**src/rtl/pc_fetch.sv**
```systemverilog
// Instruction fetch front end: one outstanding memory request, a one-entry
// output buffer, redirect handling with stale-response kill, and a retired-fetch counter.
module pc_fetch #(
    parameter int                XLEN      = 32,
    parameter logic [XLEN-1:0]   RESET_VEC = 'h8000_0000,
    parameter int                STEP      = 4,
    parameter int                CNT_W     = 32
) (
    input  logic              clk,
    input  logic              rst,
    input  logic              redirect_valid,
    input  logic [XLEN-1:0]   redirect_pc,
    output logic              req_valid,
    output logic [XLEN-1:0]   req_addr,
    input  logic              req_ready,
    input  logic              rsp_valid,
    input  logic [31:0]       rsp_data,
    output logic              inst_valid,
    output logic [31:0]       inst,
    output logic [XLEN-1:0]   inst_pc,
    input  logic              inst_ready,
    output logic              misalign,
    output logic [CNT_W-1:0]  fetch_cnt
);

    typedef enum logic [1:0] {
        S_BOOT,
        S_REQ,
        S_WAIT,
        S_OUT
    } state_t;

    localparam logic [XLEN-1:0] ALIGN_MASK = XLEN'(STEP - 1);

    state_t             state_q, state_d;
    logic [XLEN-1:0]    pc_q, pc_d;
    logic               kill_q, kill_d;
    logic [31:0]        inst_q, inst_d;
    logic [XLEN-1:0]    inst_pc_q, inst_pc_d;
    logic               misalign_q, misalign_d;
    logic [CNT_W-1:0]   cnt_q, cnt_d;
    logic [XLEN-1:0]    redir_pc;

    assign redir_pc = redirect_pc & ~ALIGN_MASK;

    always_ff @(posedge clk or posedge rst) begin
        if (rst) begin
            state_q    <= S_BOOT;
            pc_q       <= RESET_VEC;
            kill_q     <= 1'b0;
            inst_q     <= '0;
            inst_pc_q  <= '0;
            misalign_q <= 1'b0;
            cnt_q      <= '0;
        end else begin
            state_q    <= state_d;
            pc_q       <= pc_d;
            kill_q     <= kill_d;
            inst_q     <= inst_d;
            inst_pc_q  <= inst_pc_d;
            misalign_q <= misalign_d;
            cnt_q      <= cnt_d;
        end
    end

    always_comb begin
        state_d    = state_q;
        pc_d       = pc_q;
        kill_d     = kill_q;
        inst_d     = inst_q;
        inst_pc_d  = inst_pc_q;
        cnt_d      = cnt_q;
        misalign_d = redirect_valid && ((redirect_pc & ALIGN_MASK) != '0);

        case (state_q)
            S_BOOT: begin
                state_d = S_REQ;
                if (redirect_valid) pc_d = redir_pc;
            end
            S_REQ: begin
                if (req_ready) state_d = S_WAIT;
                // An accepted request to the old pc must have its response discarded.
                if (redirect_valid) begin
                    pc_d = redir_pc;
                    if (req_ready) kill_d = 1'b1;
                end
            end
            S_WAIT: begin
                if (redirect_valid) begin
                    pc_d = redir_pc;
                    if (rsp_valid) begin
                        kill_d  = 1'b0;
                        state_d = S_REQ;
                    end else begin
                        kill_d = 1'b1;
                    end
                end else if (rsp_valid) begin
                    if (kill_q) begin
                        kill_d  = 1'b0;
                        state_d = S_REQ;
                    end else begin
                        inst_d    = rsp_data;
                        inst_pc_d = pc_q;
                        pc_d      = pc_q + XLEN'(STEP);
                        state_d   = S_OUT;
                    end
                end
            end
            S_OUT: begin
                if (inst_ready) begin
                    if (cnt_q != '1) cnt_d = cnt_q + CNT_W'(1);
                    state_d = S_REQ;
                end
                if (redirect_valid) begin
                    pc_d    = redir_pc;
                    state_d = S_REQ;
                end
            end
            default: state_d = S_BOOT;
        endcase
    end

    assign req_valid  = (state_q == S_REQ);
    assign req_addr   = pc_q;
    assign inst_valid = (state_q == S_OUT);
    assign inst       = inst_q;
    assign inst_pc    = inst_pc_q;
    assign misalign   = misalign_q;
    assign fetch_cnt  = cnt_q;

endmodule

```
**config.mk**
```make
export PLATFORM = sky130hd
export DESIGN_NAME = pc_fetch
export DESIGN_NICKNAME = d
export VERILOG_FILES = /design/src/rtl/pc_fetch.sv
export SDC_FILE = /design/constraint.sdc
export NUM_CORES = 1
export LEC_CHECK = 0
export BUFFER_PORTS_ARGS = -buffer_cell sky130_fd_sc_hd__buf_2
export CAP_MARGIN = 20
export CORE_ASPECT_RATIO = 0.8
export CORE_MARGIN = 4
export CORE_UTILIZATION = 55
export CTS_CLUSTER_DIAMETER = 120
export DETAILED_ROUTE_END_ITERATION = 16
export PLACE_DENSITY = 0.86
export SLEW_MARGIN = 40
export SYNTH_ARGS = -nofsm -noshare
export SYNTH_HDL_FRONTEND = slang
export SYNTH_SLANG_ARGS = --single-unit
export TNS_END_PERCENT = 100
```
**constraint.sdc**
```tcl
create_clock -name clk -period 5.71 [get_ports clk]
set_input_delay 0.2855 -clock clk [delete_from_list [all_inputs] [get_ports clk]]
set_output_delay 0.2855 -clock clk [all_outputs]
set_load 0.01 [all_outputs]
```
# After elaboration in Yosys (flattened, before gate mapping)
# Cells that the tools add are included.
word_totals:
  register_bits: 132
  latch_bits: 0
  ram_bits: 0
  rom_bits: 0
  input_bits: 70
  out_inout_bits: 131
  elab_cells: 51
  mem_count: 0
classes:
  add_sub_neg: 2
  n_mul: 0
  div: 0
  order_cmp: 0
  n_eq_ne: 11
  n_shift: 0
  muxes: 19
  bitwise: 2
  reduce_logical: 10
ops:
  columns: ["operator", "count"]
  rows:
  - ["$mux 32", 4]
  - ["$pmux 32 s2", 1]
  - ["$add 32x1->32 const B", 1]
  - ["$add 32x3->32 const B", 1]
  - ["$ne 32x32->1 const B", 1]
  - ["$reduce_bool 32->1", 1]
  - ["$mux 2", 7]
  - ["$reduce_and 3->1", 3]
  - ["$pmux 2 s4", 1]
  - ["$reduce_and 4->1", 2]
  - ["$ne 3x3->1 const B", 2]
  - ["$mux 1", 5]
  - ["$eq 2x2->1 const B", 2]
  - ["$ne 2x1->1 const B", 2]
  - ["$ne 2x2->1 const B", 2]
  - ["$ne 3x2->1 const B", 1]
  - ["$reduce_or 3->1", 1]
  - ["$eq 2x1->1 const B", 1]
  - ["$logic_not 2->1", 1]
  - ["$not 1->1", 2]
  - ["$pmux 1 s2", 1]
  - ["$reduce_bool 2->1", 1]
  - ["$logic_and 1x1->1", 1]

# Longest topological paths before layout
logic_depth:
  depth_word: 5
  depth_mapped: 9
  depth_no_buf: 7

# Worst setup path after synthesis
# No wires, ideal clock.
synth_timing:
  path_kind: "flip-flop to flip-flop"
  startpoint: "register state_q[0]"
  endpoint: "register inst_q[18], in the netlist inst[18]"
  setup_ps: 125
  t_arrival_ps: 1877
  required_ps: 5585
  setup_slack_ps: 3709
  path_stages_with_launch: 9
  n_path_buf: 3
  synth_period_minus_slack_ps: 2001
  cell_sequence: "dfrtp_1 inv_1 ha_1 and3b_1 and2_1 clkbuf_1 buf_2 buf_2 mux2_2"
synth_via:
  elab_chain_cells: 2
synth_lines:
  columns: ["item", "line_no", "rtl"]
  rows:
  - ["start: declaration", "35", "state_t state_q, state_d;"]
  - ["start signal: assignment", "56", "state_q <= state_d;"]
  - ["$eq 2x2->1", "75", "case (state_q)"]
  - ["$reduce_and 4->1 (no source line)", null, null]
  - ["end signal: assignment", "59", "inst_q <= inst_d;"]
  - ["end: declaration", "38", "logic [31:0] inst_q, inst_d;"]
# Every way passes these cells.
# A chain may end at the register's enable or synchronous reset.

# Final worst setup path
layout_timing:
  startpoint: "register state_q[0]"
  endpoint: "register inst_pc_q[31], in the netlist inst_pc[31]"
layout_via:
  elab_chain_cells: 2
layout_lines:
  columns: ["item", "line_no", "rtl"]
  rows:
  - ["$eq 2x2->1", "75", null]
  - ["$reduce_and 4->1 (no source line)", null, null]
  - ["end signal: assignment", "60", "inst_pc_q <= inst_pc_d;"]
  - ["end: declaration", "39", "logic [XLEN-1:0] inst_pc_q, inst_pc_d;"]
# Every way passes these cells.

==> results.cfg <==
[grt]
grt_pass1_wl_mm = 25.67
antenna_found_initial = 3
grt_remaining_overflow = 0
grtUsageTotal_pct = 25.23
grt_start_max_net_pins = 69
grt_pass1_vias = 4977

[logic_synthesis]
synth_edf_count = 0
yosys.area.top_type = dfrtp_1
ys_async_sr_fraction_pct = 100.0
syn_area_um2 = 5978
postSynthAreaPerCell_um2 = 11.11
synth.most_common_cell = dfrtp_1
synthTopCellsByCount = 127 x dfrtp_1, 61 x mux2_2, 44 x nand2_1
synth_ff_type = dfrtp_1
synth_seq_area_share_pct = 53.60
ys_ff_latch = 128
synth.distinct_cells = 58
synth_cells = 538
synth_warnings = 0
synth_top_area_share_pct = 53.16
ys_top_cells_by_area = dfrtp_1 53%, mux2_2 11%, xnor2_1 2.9%

[timing]
fin_skew_ns = 0.01019
fin_crit_sh_pct = 51.84
tightest_slew_ns = 0.6754
hold_viol = 49
layout_setup_ws_ns = 2.750
drv_slew = 0
setup_violations = 0
rsz0062_at_grt = no
setup_tns_ns = 0
period_minus_slack_ns = 2.960
holdWs_ns = -0.01959
slew-limit-headroom_pct = 54.89
fmax_mhz = 337.8

[detailed_routing]
drtAntennaViolNets = 0
drtPass1Iterations = 5
wl_per_cell_um = 17.96
drc_errors = 0
drt_iter0_markers = 469
finalWirelength_mm = 15.86
vias = 5062
viasPerCell = 5.733

[floorplan]
start_util_pct = 57.23
ios = 201
fp-row-count = 33
fp.dieH_um = 101.3
dieArea_um2 = 12610
core_um2 = 10450
chipWidth_um = 124.6

[finish]
n_fill_cell = 716
fin_area_um2 = 7652
fin_util_pct = 73.25
multi_input_area_um2 = 2594
seq_area_um2 = 3204
syn2layout_area_growth_pct = 28.00
drive_gt1_share_pct = 41.57
fin_cells = 883
layout.nets = 804

[setup_path]
endpoint_kind = flop
path_max_fanout = 42
required_ns = 5.99
cp.arrival_ns = 3.24
start_kind = flop
worstSetupPathType = reg2reg

[pwr]
leakagePower_uw = 0.003815
combPwrFrac_pct = 24.3
clkPwrFrac_pct = 34.4
p_per_area_nw_per_um2 = 415.5
swShare_pct = 29.96
ir_drop_mv = 0.3221
p_sw_uw = 952.6
seqPwrFrac_pct = 41.3
power.internal_uw = 2227

[outcome]
violations = hold timing
status = finished with violations

[cts]
cts_hold_buf = 0
clk_latency_ns = 0.40
cts_tree = done
h-tree-depth = 4
clk_pin_slew_worst_paths_ns = 0.06
clock_tree.root_cell = clkbuf_16
cts_resized = 0
numCtsBuffers = 17
cts_buffer_depth = 2
cts.sinks = 128
postCtsSetupRepairBufs = 0

[placement]
io_buffers = 196
gp_congestion = 0.8991
placed_area_um2 = 7036
pre_cts_ws_ns = 2.739
placed_cells = 850
hpwl_mm = 11.21

[worst_hold_path]
hp-class = in2async

[run]
drv_cap = 0
-- stage by stage --
step                      hold slack [ns]  power, uW
after floorplan                    0.4065       1737
after global placement             0.4763       2048
after detailed placement           0.4767       2092
after CTS                         0.09184       3203
after global routing              0.03465       3352
final                            -0.01959       3179
-- final timing paths --
check | from | cells after the start | slack, ns | to
min reg2reg | fetch_cnt[15]$_DFFE_PP0P_ | 1 | 0.49 | fetch_cnt[15]$_DFFE_PP0P_
min in group clk | redirect_pc[30] | 3 | 0.10 | req_addr[30]$_DFFE_PP0P_
max in group asynchronous | rst | 3 | 4.76 | req_addr[31]$_DFFE_PP1P_
max reg2reg | state_q[0]$_DFFE_PP0P_ | 6 | 2.75 | inst_pc[31]$_DFFE_PP0P_
max | state_q[0]$_DFFE_PP0P_ | 6 | 2.75 | inst_pc[31]$_DFFE_PP0P_
min | rst | 2 | -0.02 | fetch_cnt[23]$_DFFE_PP0P_
-- logic make-up (layout without fill, tap and decap cells) --
group,count (synthesis),after routing,synth area share [%]
AO/OA/AOI/OAI,93,93,9.962
XOR/XNOR,34,34,4.981
adder cells (fa/ha/maj),5,5,1.046
buffers and inverters,44,244,3.265
flip-flops,128,128,53.60
multiplexers,62,62,11.66
other,1,6,0.06273
AND/OR/NAND/NOR,171,171,15.43
-- critical path, stage by stage, from the launching register on --
cell and delay [ns]:
dfrtp_1 0.41, inv_1 0.08, ha_1 0.30, and3b_1 0.45
and2_2 0.59, buf_4 0.56, mux2_2 0.40
-- area by class of cell --
cell class	instances	share of cell area, %
inverter	13	0.7031
multi-input combinational	369	33.89
antenna	2	0.06540
tap	140	2.289
timing repair buffer	200	13.26
clock inverter	10	1.766
clock buffer	21	6.148
sequential	128	41.87
-- power groups by stage --
stage / registers (uW) / clock network (uW) / logic (uW)
finish: 1310 / 1090 / 771
CTS: 1310 / 1110 / 778
global placement: 1300 / 0 / 744
floorplan: 1400 / 0 / 342
global route: 1350 / 1160 / 841
detailed placement: 1320 / 0 / 772
-- metal layers --
metal,wire [um],GRT usage [%],vias up
li1,-,-,2321
met1,6769,33.86,2467
met2,7669,40.99,245
met3,1136,6.747,27
met4,267,7.582,2
met5,13,0,-
-- state kept, by name, indices dropped and copies added (netlist names) --
register and cells:
inst 32, misalign 1, req_addr 30, kill_q 1, state_q 2, inst_pc 30
fetch_cnt 32
-- layout by cell type (no fill, tap or decap), drive strengths merged, types with 4 or more instances in the layout --
cell,synthesis,final
and2,7,7
o22a,5,5
xnor2,20,20
buf,15,200
inv,12,12
and4,10,10
nand4,24,24
nand3,19,19
conb,1,4
a31oi,10,10
and3,8,8
ha,5,5
o22ai,6,6
o211ai,5,5
nand2,44,44
dfrtp,127,127
a21oi,25,25
clkinvlp,0,4
clkbuf,16,21
mux2,61,61
xor2,14,14
clkinv,1,4
nor2,34,34
nor3,10,10
o21ai,25,25
Note: power is estimated with default switching activity, not from simulation.
